## config.mk

```make
export PLATFORM = sky130hd
export DESIGN_NAME = cpu_bus_arbiter_flat
export DESIGN_NICKNAME = d
export VERILOG_FILES = /design/src/rtl/cpu_bus_arbiter_pkg.sv /design/src/rtl/cpu_bus_arbiter_if.sv /design/src/rtl/cpu_bus_arbiter_bus_sync.sv /design/src/rtl/cpu_bus_arbiter.sv /design/src/flat_wrapper.sv
export SDC_FILE = /design/constraint.sdc
export NUM_CORES = 1
export LEC_CHECK = 0
export CAP_MARGIN = 20
export CORE_MARGIN = 2
export CORE_UTILIZATION = 43
export DETAILED_ROUTE_END_ITERATION = 8
export PLACE_DENSITY = 0.7
export SYNTH_ARGS = -nofsm -noshare
export SYNTH_HDL_FRONTEND = slang
export SYNTH_SLANG_ARGS = --single-unit
```

## constraint.sdc

```tcl
create_clock -name CLK -period 1.25 [get_ports CLK]
set_input_delay 0.3125 -clock CLK [delete_from_list [all_inputs] [get_ports CLK]]
set_output_delay 0.3125 -clock CLK [all_outputs]
set_load 0.01 [all_outputs]
```

## src/rtl/cpu_bus_arbiter_pkg.sv

```systemverilog
// Shared types and helpers for the 68010 local-bus arbitration responder.
package cpu_bus_arbiter_pkg;

  typedef enum logic [1:0] {
    StIdle    = 2'd0,
    StGrant   = 2'd1,
    StOwned   = 2'd2,
    StRelease = 2'd3
  } state_e;

  // Width of the grant-age counter; it must hold GRANT_TIMEOUT-1.
  function automatic int unsigned cnt_width(input int unsigned timeout);
    return (timeout > 1) ? $clog2(timeout) : 1;
  endfunction

endpackage

```

## src/rtl/cpu_bus_arbiter_if.sv

```systemverilog
// BR/BG/BGACK handshake plus CPU-side strobes and driver controls.
interface cpu_bus_arbiter_if;
  logic BR_n;
  logic BGACK_n;
  logic CPU_AS_n;
  logic CPU_RMW;
  logic BG_n;
  logic CPU_HOLD;
  logic BUS_RELEASE;
  logic TIMEOUT;

  // Arbiter side.
  modport slave (
    input  BR_n, BGACK_n, CPU_AS_n, CPU_RMW,
    output BG_n, CPU_HOLD, BUS_RELEASE, TIMEOUT
  );

  // DVMA controller / CPU side.
  modport master (
    output BR_n, BGACK_n, CPU_AS_n, CPU_RMW,
    input  BG_n, CPU_HOLD, BUS_RELEASE, TIMEOUT
  );
endinterface

```

## src/rtl/cpu_bus_arbiter_bus_sync.sv

```systemverilog
// Multi-flop synchronizer for an asynchronous active-low bus line; resets negated.
module bus_sync #(
  parameter int unsigned Stages = 2
) (
  input  logic clk,
  input  logic rst,
  input  logic d,
  output logic q
);

  logic [Stages-1:0] chain_q;

  always_ff @(posedge clk) begin
    if (rst) begin
      chain_q <= '1;
    end else begin
      chain_q <= {chain_q[Stages-2:0], d};
    end
  end

  assign q = chain_q[Stages-1];

endmodule

```

## src/rtl/cpu_bus_arbiter.sv

```systemverilog
// Grant end of the DVMA BR/BG/BGACK handshake: grants the local bus outside
// indivisible CPU cycles and withdraws a grant that is never acknowledged.
module cpu_bus_arbiter
  import cpu_bus_arbiter_pkg::*;
#(
  parameter int unsigned SYNC_STAGES   = 2,
  parameter int unsigned GRANT_TIMEOUT = 64
) (
  input  logic CLK,
  input  logic RESET,
  cpu_bus_arbiter_if.slave bus
);

  localparam int unsigned CntW = cnt_width(GRANT_TIMEOUT);
  localparam logic [CntW-1:0] CntMax = CntW'(GRANT_TIMEOUT - 1);

  state_e          state_q, state_d;
  logic [CntW-1:0] cnt_q, cnt_d;
  logic            timeout_q, timeout_d;
  logic            br_n_sync, bgack_n_sync;
  logic            br_s, bgack_s;

  bus_sync #(
    .Stages (SYNC_STAGES)
  ) u_br_sync (
    .clk (CLK),
    .rst (RESET),
    .d   (bus.BR_n),
    .q   (br_n_sync)
  );

  bus_sync #(
    .Stages (SYNC_STAGES)
  ) u_bgack_sync (
    .clk (CLK),
    .rst (RESET),
    .d   (bus.BGACK_n),
    .q   (bgack_n_sync)
  );

  assign br_s    = ~br_n_sync;
  assign bgack_s = ~bgack_n_sync;

  always_comb begin
    state_d   = state_q;
    cnt_d     = cnt_q;
    timeout_d = 1'b0;
    unique case (state_q)
      StIdle: begin
        // An acknowledge wins so a master already holding the bus is recognised.
        if (bgack_s) begin
          state_d = StOwned;
        end else if (br_s && !bus.CPU_RMW) begin
          state_d = StGrant;
        end
      end
      StGrant: begin
        cnt_d = cnt_q + 1'b1;
        if (bgack_s) begin
          state_d = StOwned;
          cnt_d   = '0;
        end else if (!br_s) begin
          state_d = StIdle;
          cnt_d   = '0;
        end else if (cnt_q == CntMax) begin
          state_d   = StIdle;
          cnt_d     = '0;
          timeout_d = 1'b1;
        end
      end
      StOwned: begin
        if (!bgack_s) begin
          state_d = StRelease;
        end
      end
      StRelease: begin
        state_d = bgack_s ? StOwned : StIdle;
      end
      default: state_d = StIdle;
    endcase
  end

  always_ff @(posedge CLK) begin
    if (RESET) begin
      state_q   <= StIdle;
      cnt_q     <= '0;
      timeout_q <= 1'b0;
    end else begin
      state_q   <= state_d;
      cnt_q     <= cnt_d;
      timeout_q <= timeout_d;
    end
  end

  assign bus.BG_n        = (state_q != StGrant);
  assign bus.BUS_RELEASE = (state_q == StOwned) || (state_q == StRelease);
  // While granted the CPU may finish its current cycle but not start another.
  assign bus.CPU_HOLD    = bus.BUS_RELEASE || ((state_q == StGrant) && bus.CPU_AS_n);
  assign bus.TIMEOUT     = timeout_q;

endmodule

```

## src/flat_wrapper.sv

```systemverilog
// flat-port wrapper written by rule: the top's interface ports become plain ports
module cpu_bus_arbiter_flat import cpu_bus_arbiter_pkg::*;
#(
  parameter int unsigned SYNC_STAGES   = 2,
  parameter int unsigned GRANT_TIMEOUT = 64
)
  (CLK, RESET, bus_BR_n, bus_BGACK_n, bus_CPU_AS_n, bus_CPU_RMW, bus_BG_n, bus_CPU_HOLD, bus_BUS_RELEASE, bus_TIMEOUT);
  cpu_bus_arbiter_if bus_i ();
  input  logic CLK;
  input  logic RESET;
  input wire logic [$bits(bus_i.BR_n)-1:0] bus_BR_n;
  input wire logic [$bits(bus_i.BGACK_n)-1:0] bus_BGACK_n;
  input wire logic [$bits(bus_i.CPU_AS_n)-1:0] bus_CPU_AS_n;
  input wire logic [$bits(bus_i.CPU_RMW)-1:0] bus_CPU_RMW;
  output wire logic [$bits(bus_i.BG_n)-1:0] bus_BG_n;
  output wire logic [$bits(bus_i.CPU_HOLD)-1:0] bus_CPU_HOLD;
  output wire logic [$bits(bus_i.BUS_RELEASE)-1:0] bus_BUS_RELEASE;
  output wire logic [$bits(bus_i.TIMEOUT)-1:0] bus_TIMEOUT;
  assign bus_i.BR_n = bus_BR_n;
  assign bus_i.BGACK_n = bus_BGACK_n;
  assign bus_i.CPU_AS_n = bus_CPU_AS_n;
  assign bus_i.CPU_RMW = bus_CPU_RMW;
  assign bus_BG_n = bus_i.BG_n;
  assign bus_CPU_HOLD = bus_i.CPU_HOLD;
  assign bus_BUS_RELEASE = bus_i.BUS_RELEASE;
  assign bus_TIMEOUT = bus_i.TIMEOUT;
  cpu_bus_arbiter #(.SYNC_STAGES(SYNC_STAGES), .GRANT_TIMEOUT(GRANT_TIMEOUT)) u_core (.CLK(CLK), .RESET(RESET), .bus(bus_i));
endmodule
```

==> run metrics <==
crit path from u_core.state_q[0]; Cells on Worst Hold Path 1; post-route setup TNS -0.3341 ns; main combinational cell family by area after synthesis simple AND/OR/NAND/NOR gates; Syn Area/Cell 9.686 µm²; CTS hold repair buffers 0; Max rail drop VDD 0.7769 mV; basic-gate share of the synthesized area counting and, or, nand and nor cells 23.16%; multiplexer fraction of the synthesized cell area 0%; floorplan row count 13; count of input and output buffers 9; overflow left after global routing 0; Core Box Area 1252 µm²; highest net fanout along the worst path 3; unrepaired setup endpoints after global routing yes; Worst-Skew Late Latency 0.28 ns; power density over cell area 910.0 nW/µm²; overall power after layout 0.7788 mW; # IOs 10; placement-stage cell area 773.2 µm²; Die X-Extent 40.15 µm; smallest setup slack after layout -0.1027 ns; Via density 5.223; area of combinational cells with multiple inputs 286.5 µm²; commonest cells after routing, fill and taps aside buf_4 (19), dfxtp_1 (8), clkdlybuf4s50_1 (5); violations in the final reports negative setup slack; routed via count 538; maximum achievable frequency 0.7392 GHz; number of warnings printed during yosys synthesis 0; # Max-Cap Violations 0; capturing point of the worst reg2reg path u_core.cnt_q[5]; Slew Limit Headroom 81.77%; slew at the pin closest to its max-slew limit 0.2725 ns; FF/Latch Area 269.0 µm²; crit path capture type output pin; XOR/XNOR share of the synthesized area 0%; Critical Setup Path Class reg -> out; # DRC 0; Post-Synthesis Cells 58; Hold Crit Class reg -> reg; required time at the endpoint of the critical path 0.94 ns; Final Hold Violating Endpoints 0; Reg clk slew, reported paths 0.07 ns; share of layout cells above drive strength 1 45.45%; final count of negative-setup-slack endpoints 5; end point of the critical path bus_CPU_HOLD; filler-free cell count of the finished design 103; DIE AREA 1612 µm²; number of antenna violations at the first check in global routing 0; area overhead of the layout relative to synthesis 52.34%; CTS H-tree depth 1; cell area after layout 855.8 µm²; starting density of the core 44.86%; floorplan die height 40.15 µm; Max Slew Vio Count 0; Setup crit start kind flop; TritonCTS clock tree built; Post-Route Skew 0.004677 ns; largest buffer count on any clock path 2; cell at the root of the clock tree clkbuf_4; diodes inserted 0; most frequent standard cell in the layout excluding fill and tap cells buf_4; pin count of the biggest net entering global routing 10; worst reg2reg path startpoint u_core.u_br_sync.chain_q[1]; via count of the first global-routing pass 502; number of library cell types mapped by synthesis 29; clock period minus worst slack 1.353 ns; final worst path period share 108.2%; post-DP HPWL 919.3 µm; final layout net count 96; total nets after synthesis 65; overall global routing resource usage 19.44%; setup slack, reg-to-reg -0.10 ns; number of synthesized register bits 13; post-synthesis sequential area ratio 46.33%; status finished with violations; routability cong. 0.8084; total number of clock tree sinks 13; endpoint arrival time on the critical path 1.04 ns; placed insts 96; Worst Reg-to-Reg Cells 3; number of buffers inserted during clock tree synthesis 3; number of search-and-repair iterations in the first detailed-routing pass 4; adder and majority gate portion of the synthesized area 2.227%; Post-Synthesis Cell Area 561.8 µm²; number of inserted filler cells in the final layout 112; total wire length 1.309 mm; first-pass GRT wire length 1.980 mm; static power due to leakage 0.3347 nW; area fraction in compound gates after synthesis 21.16%; Detail Route Antenna Nets 0; initial drt markers 10; mean routed wirelength per cell 12.71 µm
==> worst min-delay path by stage <==
stage	startpoint	endpoint	slack [ns]
global route	u_core.u_bgack_sync.chain_q[0]	u_core.u_bgack_sync.chain_q[1]	0.43
detailed placement	u_core.u_br_sync.chain_q[0]	u_core.u_br_sync.chain_q[1]	0.40
finish	u_core.u_bgack_sync.chain_q[0]	u_core.u_bgack_sync.chain_q[1]	0.41
floorplan	u_core.u_bgack_sync.chain_q[0]	u_core.u_bgack_sync.chain_q[1]	0.39
CTS	u_core.u_bgack_sync.chain_q[0]	u_core.u_bgack_sync.chain_q[1]	0.42
global placement	u_core.u_bgack_sync.chain_q[0]	u_core.u_bgack_sync.chain_q[1]	0.40
==> worst max-delay path: stages, from the launching register on <==
cell	delay [ns]
dfxtp_2	0.34
buf_6	0.11
a21o_4	0.20
buf_6	0.11
==> Yosys cell counts (all sizes together) <==
library cell | number | area (µm²)
a31oi | 2 | 12.51
nand2b | 1 | 6.260
nor2 | 2 | 7.510
a21o | 1 | 8.760
ha | 1 | 12.51
nand3 | 1 | 5.000
dlygate4sd3 | 1 | 10.01
o211ai | 2 | 15.01
a21oi | 4 | 20.02
or4b | 1 | 10.01
nor4b | 1 | 8.760
nand2 | 3 | 11.26
and2b | 1 | 8.760
nand4 | 2 | 12.51
a22oi | 1 | 7.510
buf | 1 | 11.26
a211oi | 1 | 7.510
dfxtp | 13 | 260.3
o21bai | 1 | 7.510
a311oi | 2 | 17.52
and4bb | 1 | 12.51
o21ai | 1 | 5.000
a41oi | 1 | 8.760
o2111ai | 1 | 8.760
clkbuf | 1 | 3.750
or2b | 2 | 15.01
nand3b | 1 | 7.510
inv | 4 | 15.01
or2 | 4 | 25.02
==> logic make-up after synthesis <==
group | after synthesis
buffers and inverters | 7
AND/OR/NAND/NOR | 20
flip-flops | 13
AO/OA/AOI/OAI | 17
adder cells (fa/ha/maj) | 1
==> per-layer routing <==
layer  up-vias  global-route usage [%]  share of wire (%)
met1       251                   20.27                 45
met2         8                   32.66                 50
li1        275                       -                  -
met3         4                   6.667                2.8
met5         -                       0                  0
met4         0                   12.93                1.6
==> stage by stage <==
stage | util (%) | hold WS (ns) | setup WS, ns
after global placement | 61.74 | 0.3951 | -0.4577
after CTS | 63.74 | 0.4181 | -0.1018
final | 68.33 | 0.4131 | -0.1027
after detailed placement | 61.74 | 0.3978 | -0.4549
after global routing | 68.33 | 0.4298 | -0.1511
after floorplan | - | 0.3895 | -0.07874
==> state kept, by name, summed over array words and instances (netlist names), named ones only <==
signal,count
u_core.bus.TIMEOUT,1
u_core.cnt_q,6
u_core.state_q,1
u_core.u_bgack_sync.chain_q,2
u_core.u_br_sync.chain_q,2
==> final cells by class <==
cell class | instances | area share (%)
multi-input combinational | 38 | 33.48
sequential | 13 | 31.43
timing repair buffer | 29 | 28.07
clock buffer | 4 | 3.070
tap | 15 | 2.193
inverter | 4 | 1.754
==> report_power, final <==
part / internal, mW / switching (mW) / total, mW
Clock: 0.124 / 0.142 / 0.266
Combinational: 0.0566 / 0.0298 / 0.0864
Sequential: 0.422 / 0.00461 / 0.427
==> timing repair <==
item                                    4_1_cts  5_1_grt
pin swaps                                     1        7
buffers inserted                              1        2
gates resized for setup                      17       11
endpoints found under the setup margin        8        9
Power figures use the tool's default switching activity.
